==> config.mk <==
export PLATFORM = sky130hd
export DESIGN_NAME = hazard_scoreboard
export DESIGN_NICKNAME = d
export VERILOG_FILES = /design/src/rtl/hazard_scoreboard.sv
export SDC_FILE = /design/constraint.sdc
export NUM_CORES = 1
export LEC_CHECK = 0
export ABC_AREA = 0
export BUFFER_PORTS_ARGS = -buffer_cell sky130_fd_sc_hd__buf_2
export CAP_MARGIN = 20
export CORE_MARGIN = 3
export CORE_UTILIZATION = 39
export CTS_BUF_LIST = sky130_fd_sc_hd__clkbuf_8
export DETAILED_ROUTE_END_ITERATION = 6
export PLACE_DENSITY = 0.88
export SETUP_SLACK_MARGIN = 0.15
export SLEW_MARGIN = 20
export SYNTH_ARGS = -nofsm -noshare
export SYNTH_HDL_FRONTEND = slang
export SYNTH_SLANG_ARGS = --single-unit
==> constraint.sdc <==
create_clock -name clk -period 2.1 [get_ports clk]
set_input_delay 0.42 -clock clk [delete_from_list [all_inputs] [get_ports clk]]
set_output_delay 0.42 -clock clk [all_outputs]
set_load 0.1 [all_outputs]
==> src/rtl/hazard_scoreboard.sv <==
// Hazard unit: operand forwarding, load-use and PC-write stalls, memory-wait FSM.
// Optional HAZARD_PERF_CNT_EN adds saturating stall/flush cycle counters.
module hazard_scoreboard #(
    parameter int NREGS    = 16,
    parameter int MEM_WAIT = 2,
    parameter int PERF_W   = 32,
    localparam int REG_W   = $clog2(NREGS)
) (
    input  logic              clk,
    input  logic              rst,
    input  logic [REG_W-1:0]  RA1D,
    input  logic [REG_W-1:0]  RA2D,
    input  logic [REG_W-1:0]  RA1E,
    input  logic [REG_W-1:0]  RA2E,
    input  logic [REG_W-1:0]  WA3E,
    input  logic [REG_W-1:0]  WA3M,
    input  logic [REG_W-1:0]  WA3W,
    input  logic              RegWriteE,
    input  logic              RegWriteM,
    input  logic              RegWriteW,
    input  logic              MemToRegE,
    input  logic              MemToRegM,
    input  logic              PCSrcD,
    input  logic              PCSrcE,
    input  logic              PCSrcM,
    input  logic              PCSrcW,
    input  logic              BranchTakenE,
    output logic [1:0]        ForwardAE,
    output logic [1:0]        ForwardBE,
    output logic              StallF,
    output logic              StallD,
    output logic              StallE,
    output logic              StallM,
    output logic              FlushD,
    output logic              FlushE,
    output logic              FlushW,
    output logic [PERF_W-1:0] StallCycles,
    output logic [PERF_W-1:0] FlushCycles
);

    localparam logic [REG_W-1:0] PC_IDX = REG_W'(NREGS - 1);
    localparam logic [3:0] WAIT_INIT = (MEM_WAIT >= 2) ? 4'(MEM_WAIT - 2) : 4'd0;
    localparam logic HAS_WAIT = (MEM_WAIT > 0);
    localparam logic ONE_WAIT = (MEM_WAIT == 1);

    typedef enum logic [1:0] {
        IDLE,
        WAIT,
        RELEASE
    } state_t;

    state_t     state;
    logic [3:0] cnt;
    logic       mem_stall;
    logic       ldr_stall;
    logic       pc_wr_pending;

    function automatic logic reg_match(
        input logic [REG_W-1:0] a,
        input logic [REG_W-1:0] b
    );
        return (a == b) && (a != PC_IDX);
    endfunction

    function automatic logic [1:0] fwd_sel(input logic [REG_W-1:0] ra);
        logic [1:0] sel;
        sel = 2'b00;
        if (RegWriteM && reg_match(WA3M, ra))
            sel = 2'b10;
        else if (RegWriteW && reg_match(WA3W, ra))
            sel = 2'b01;
        return sel;
    endfunction

    always_comb begin
        ForwardAE = fwd_sel(RA1E);
        ForwardBE = fwd_sel(RA2E);
    end

    assign ldr_stall = MemToRegE & RegWriteE &
                       (reg_match(WA3E, RA1D) | reg_match(WA3E, RA2D));
    assign pc_wr_pending = PCSrcD | PCSrcE | PCSrcM;

    // RELEASE lets the held load advance exactly once before re-arming.
    always_ff @(posedge clk) begin
        if (rst) begin
            state <= IDLE;
            cnt   <= 4'd0;
        end else begin
            unique case (state)
                IDLE: begin
                    if (MemToRegM && HAS_WAIT) begin
                        if (ONE_WAIT) begin
                            state <= RELEASE;
                        end else begin
                            state <= WAIT;
                            cnt   <= WAIT_INIT;
                        end
                    end
                end
                WAIT: begin
                    if (cnt == 4'd0)
                        state <= RELEASE;
                    else
                        cnt <= cnt - 4'd1;
                end
                RELEASE: state <= IDLE;
                default: state <= IDLE;
            endcase
        end
    end

    always_comb begin
        mem_stall = 1'b0;
        unique case (state)
            IDLE:    mem_stall = MemToRegM & HAS_WAIT;
            WAIT:    mem_stall = 1'b1;
            default: mem_stall = 1'b0;
        endcase
    end

    always_comb begin
        StallF = 1'b1;
        StallD = 1'b1;
        StallE = 1'b1;
        StallM = 1'b1;
        FlushD = 1'b0;
        FlushE = 1'b0;
        FlushW = 1'b1;
        if (!mem_stall) begin
            StallD = ldr_stall;
            StallF = ldr_stall | pc_wr_pending;
            StallE = 1'b0;
            StallM = 1'b0;
            FlushE = ldr_stall | pc_wr_pending | BranchTakenE;
            FlushD = pc_wr_pending | PCSrcW | BranchTakenE;
            FlushW = 1'b0;
        end
    end

`ifdef HAZARD_PERF_CNT_EN
    logic [PERF_W-1:0] stall_cnt;
    logic [PERF_W-1:0] flush_cnt;

    always_ff @(posedge clk) begin
        if (rst) begin
            stall_cnt <= '0;
            flush_cnt <= '0;
        end else begin
            if (StallF && !(&stall_cnt))
                stall_cnt <= stall_cnt + PERF_W'(1);
            if ((FlushD | FlushE | FlushW) && !(&flush_cnt))
                flush_cnt <= flush_cnt + PERF_W'(1);
        end
    end

    assign StallCycles = stall_cnt;
    assign FlushCycles = flush_cnt;
`else
    assign StallCycles = '0;
    assign FlushCycles = '0;
`endif

endmodule

==> flow_summary.json <==
{
  "ys_warn_count": 0,
  "grtUsageTotal": 0.130,
  "worst_slack_ps": 92.2,
  "critical_path_arrival_ps": 1590,
  "synth_area_mm2": 0.00112,
  "core-area_mm2": 0.00259,
  "yosysTopAreaCellShare": 0.443,
  "antennaDiodeCount": 0,
  "n_fill_cell": 233,
  "final_nets": 238,
  "insertion_delay_ps": 220,
  "holdWs_ps": 406,
  "cts_tree": "yes",
  "vias": 908,
  "ys_seq_area_frac": 0.107,
  "clockBufferDepth": 2,
  "antenna_found_initial": 0,
  "yosysTopAreaCell": "buf_4",
  "relSlewSlack": 0.662,
  "p_leak_uw": 0.000704,
  "place.gp.congestion": 0.893,
  "areaGrowthSynthToFinish_pct": 29.1,
  "rsz0062_at_grt": "true",
  "portBuffers": 50,
  "synth.most_common_cell": "buf_4",
  "combPwrFrac": 0.762,
  "synth_cells": 144,
  "fin_crit_ps": 2010,
  "tightest_slew_ps": 505,
  "syn_avg_cell_area_um2": 7.77,
  "hpwlAfterDp_um": 2190,
  "cts_inserted_buffers": 3,
  "place_inst": 222,
  "p_clk_frac": 0.122,
  "critPathRequiredTime_ps": 1680,
  "async_flop_share": 0,
  "clock.fmax_mhz": 498,
  "drive_gt1_frac": 0.364,
  "clkTransAtPathRegs_ps": 40,
  "grt_max_degree": 7,
  "status": "finished, final reports clean",
  "endpoint_kind": "output port",
  "synth_edf_count": 0,
  "pin_count": 115,
  "grt_pass1_vias": 780,
  "die-width_um": 59.6,
  "hold_violations": 0,
  "seqCellArea_um2": 120,
  "ir_drop_mv": 0.591,
  "htree_num_levels": 1,
  "ys_types": 25,
  "drc": 0,
  "num_rows": 18,
  "layoutNonFillerInstCount": 225,
  "setup_viol": 0,
  "cp_max_fo": 3,
  "cp-start-kind": "input port",
  "period_share": 0.956,
  "multi_input_area_um2": 831,
  "fin_skew_ps": 1.20,
  "vias_per_cell": 4.04,
  "grt_pass1_wl_um": 3560,
  "finalSetupTns_ps": 0,
  "yosys-top-cells-area": "buf_4 44%, xnor2_1 14%, dfxtp_1 11%, xor2_1 6.3%, nand4_1 3.9%",
  "first_pass_iters": 4,
  "wl_um": 2500,
  "die_y_um": 59.6,
  "final_antenna_net_count": 0,
  "clock_sinks": 6,
  "start_util": 0.432,
  "ys_seq_elements": 6,
  "cap_violations": 0,
  "power_frac_seq": 0.116,
  "drtIter0Drc": 26,
  "synthFlopType": "dfxtp_1",
  "place_ws_ps": -9.00,
  "hold_class": "input port to flip-flop",
  "slew_viol_final": 0,
  "die_area_mm2": 0.00355,
  "p_per_area_mw_per_mm2": 990,
  "power.internal_uw": 480,
  "crit_type": "input port to output port",
  "clock-root-buffer": "clkbuf_8",
  "wl_per_cell_um": 11.1,
  "final_util": 0.557,
  "synth.top_cells.by_count": "66 x buf_4, 18 x xnor2_1, 8 x nor2_1, 8 x xor2_1, 7 x nand4_1",
  "swShare": 0.664,
  "grt_overflow": 0,
  "switchingPower_uw": 949
}
## placed cells by master (no fill, tap or decap)
master,count
inv_1,3
clkinvlp_4,1
a21oi_1,1
buf_4,5
nand3b_1,2
nor3_4,2
nor3b_1,2
xor2_1,6
nor2_1,5
a21oi_4,1
mux2i_1,1
nor2_4,3
a21o_1,1
o21ai_0,1
buf_12,7
nor3_2,1
dfxtp_1,6
ha_1,1
clkbuf_8,3
nand4_1,7
buf_8,1
buf_6,2
a21oi_2,1
nand2_1,3
conb_1,64
o2111ai_2,1
or3_1,2
xnor2_1,18
buf_2,36
nor2b_1,1
o21bai_4,1
xor2_2,2
and4bb_2,1
a211oi_2,1
nor4_2,2
## critical path, stage by stage
cell and delay [ps]:
buf_8 100, xor2_2 170, nor4_2 290, o2111ai_2 230, a21oi_4 190, buf_12 190
## kinds of logic after synthesis
group	count (synthesis)	share of synthesized area
AOI/OAI and AO/OA	8	0.0537
xor gates and xnor gates	26	0.204
adders and majority gates	1	0.0112
buffers and inverters	70	0.456
DFF	6	0.107
muxes	1	0.00895
other	1	0.00335
and+or+nand+nor	31	0.155
## per-layer routing
metal / up-vias / GRT usage / share of wire
li1: 444 / - / -
met4: 0 / 0.0285 / 0.0032
met2: 65 / 0.243 / 0.54
met1: 397 / 0.147 / 0.32
met3: 2 / 0.0327 / 0.14
met5: - / 0 / 0
## registers in the layout, indices dropped and copies added, names as in the netlist
name / cells
cnt: 4
state: 2
## final timing paths
kind,from,to,slack (ps),cells after the start
worst max register to register,cnt[0],cnt[0],580,6
worst max-delay path,WA3E[0],FlushE,90,6
worst min register to register,cnt[2],cnt[2],510,2
worst min-delay path,rst,state[0],410,2
## timing repair
action                     in CTS  in global routing
setup endpoints to repair       7                  4
hold buffers                    0                  0
pin swaps                       6                  4
gates resized for setup        11                  5
setup buffers                   0                  0
## power groups by stage
stage / logic, µW / registers, µW / clock network (µW)
4_1_cts: 1090 / 166 / 179
6_report: 1090 / 167 / 174
5_1_grt: 1130 / 171 / 188
3_3_place_gp: 1060 / 166 / 0
3_5_place_dp: 1060 / 168 / 0
2_1_floorplan: 1010 / 161 / 0
## final cells by class
class / instances / area share
Multi-Input combinational cell: 131 / 0.575
Timing Repair Buffer: 51 / 0.274
Sequential cell: 6 / 0.0832
Clock buffer: 3 / 0.0286
Tap cell: 30 / 0.0260
Inverter: 4 / 0.0130
## per-stage QoR
stage	cell area [µm²]	power, µW
floorplan	1430	1170
global placement	1330	1220
detailed placement	1330	1230
CTS	1420	1430
global route	1440	1490
finish	1440	1430
Note: power is estimated with default switching activity, not from simulation.
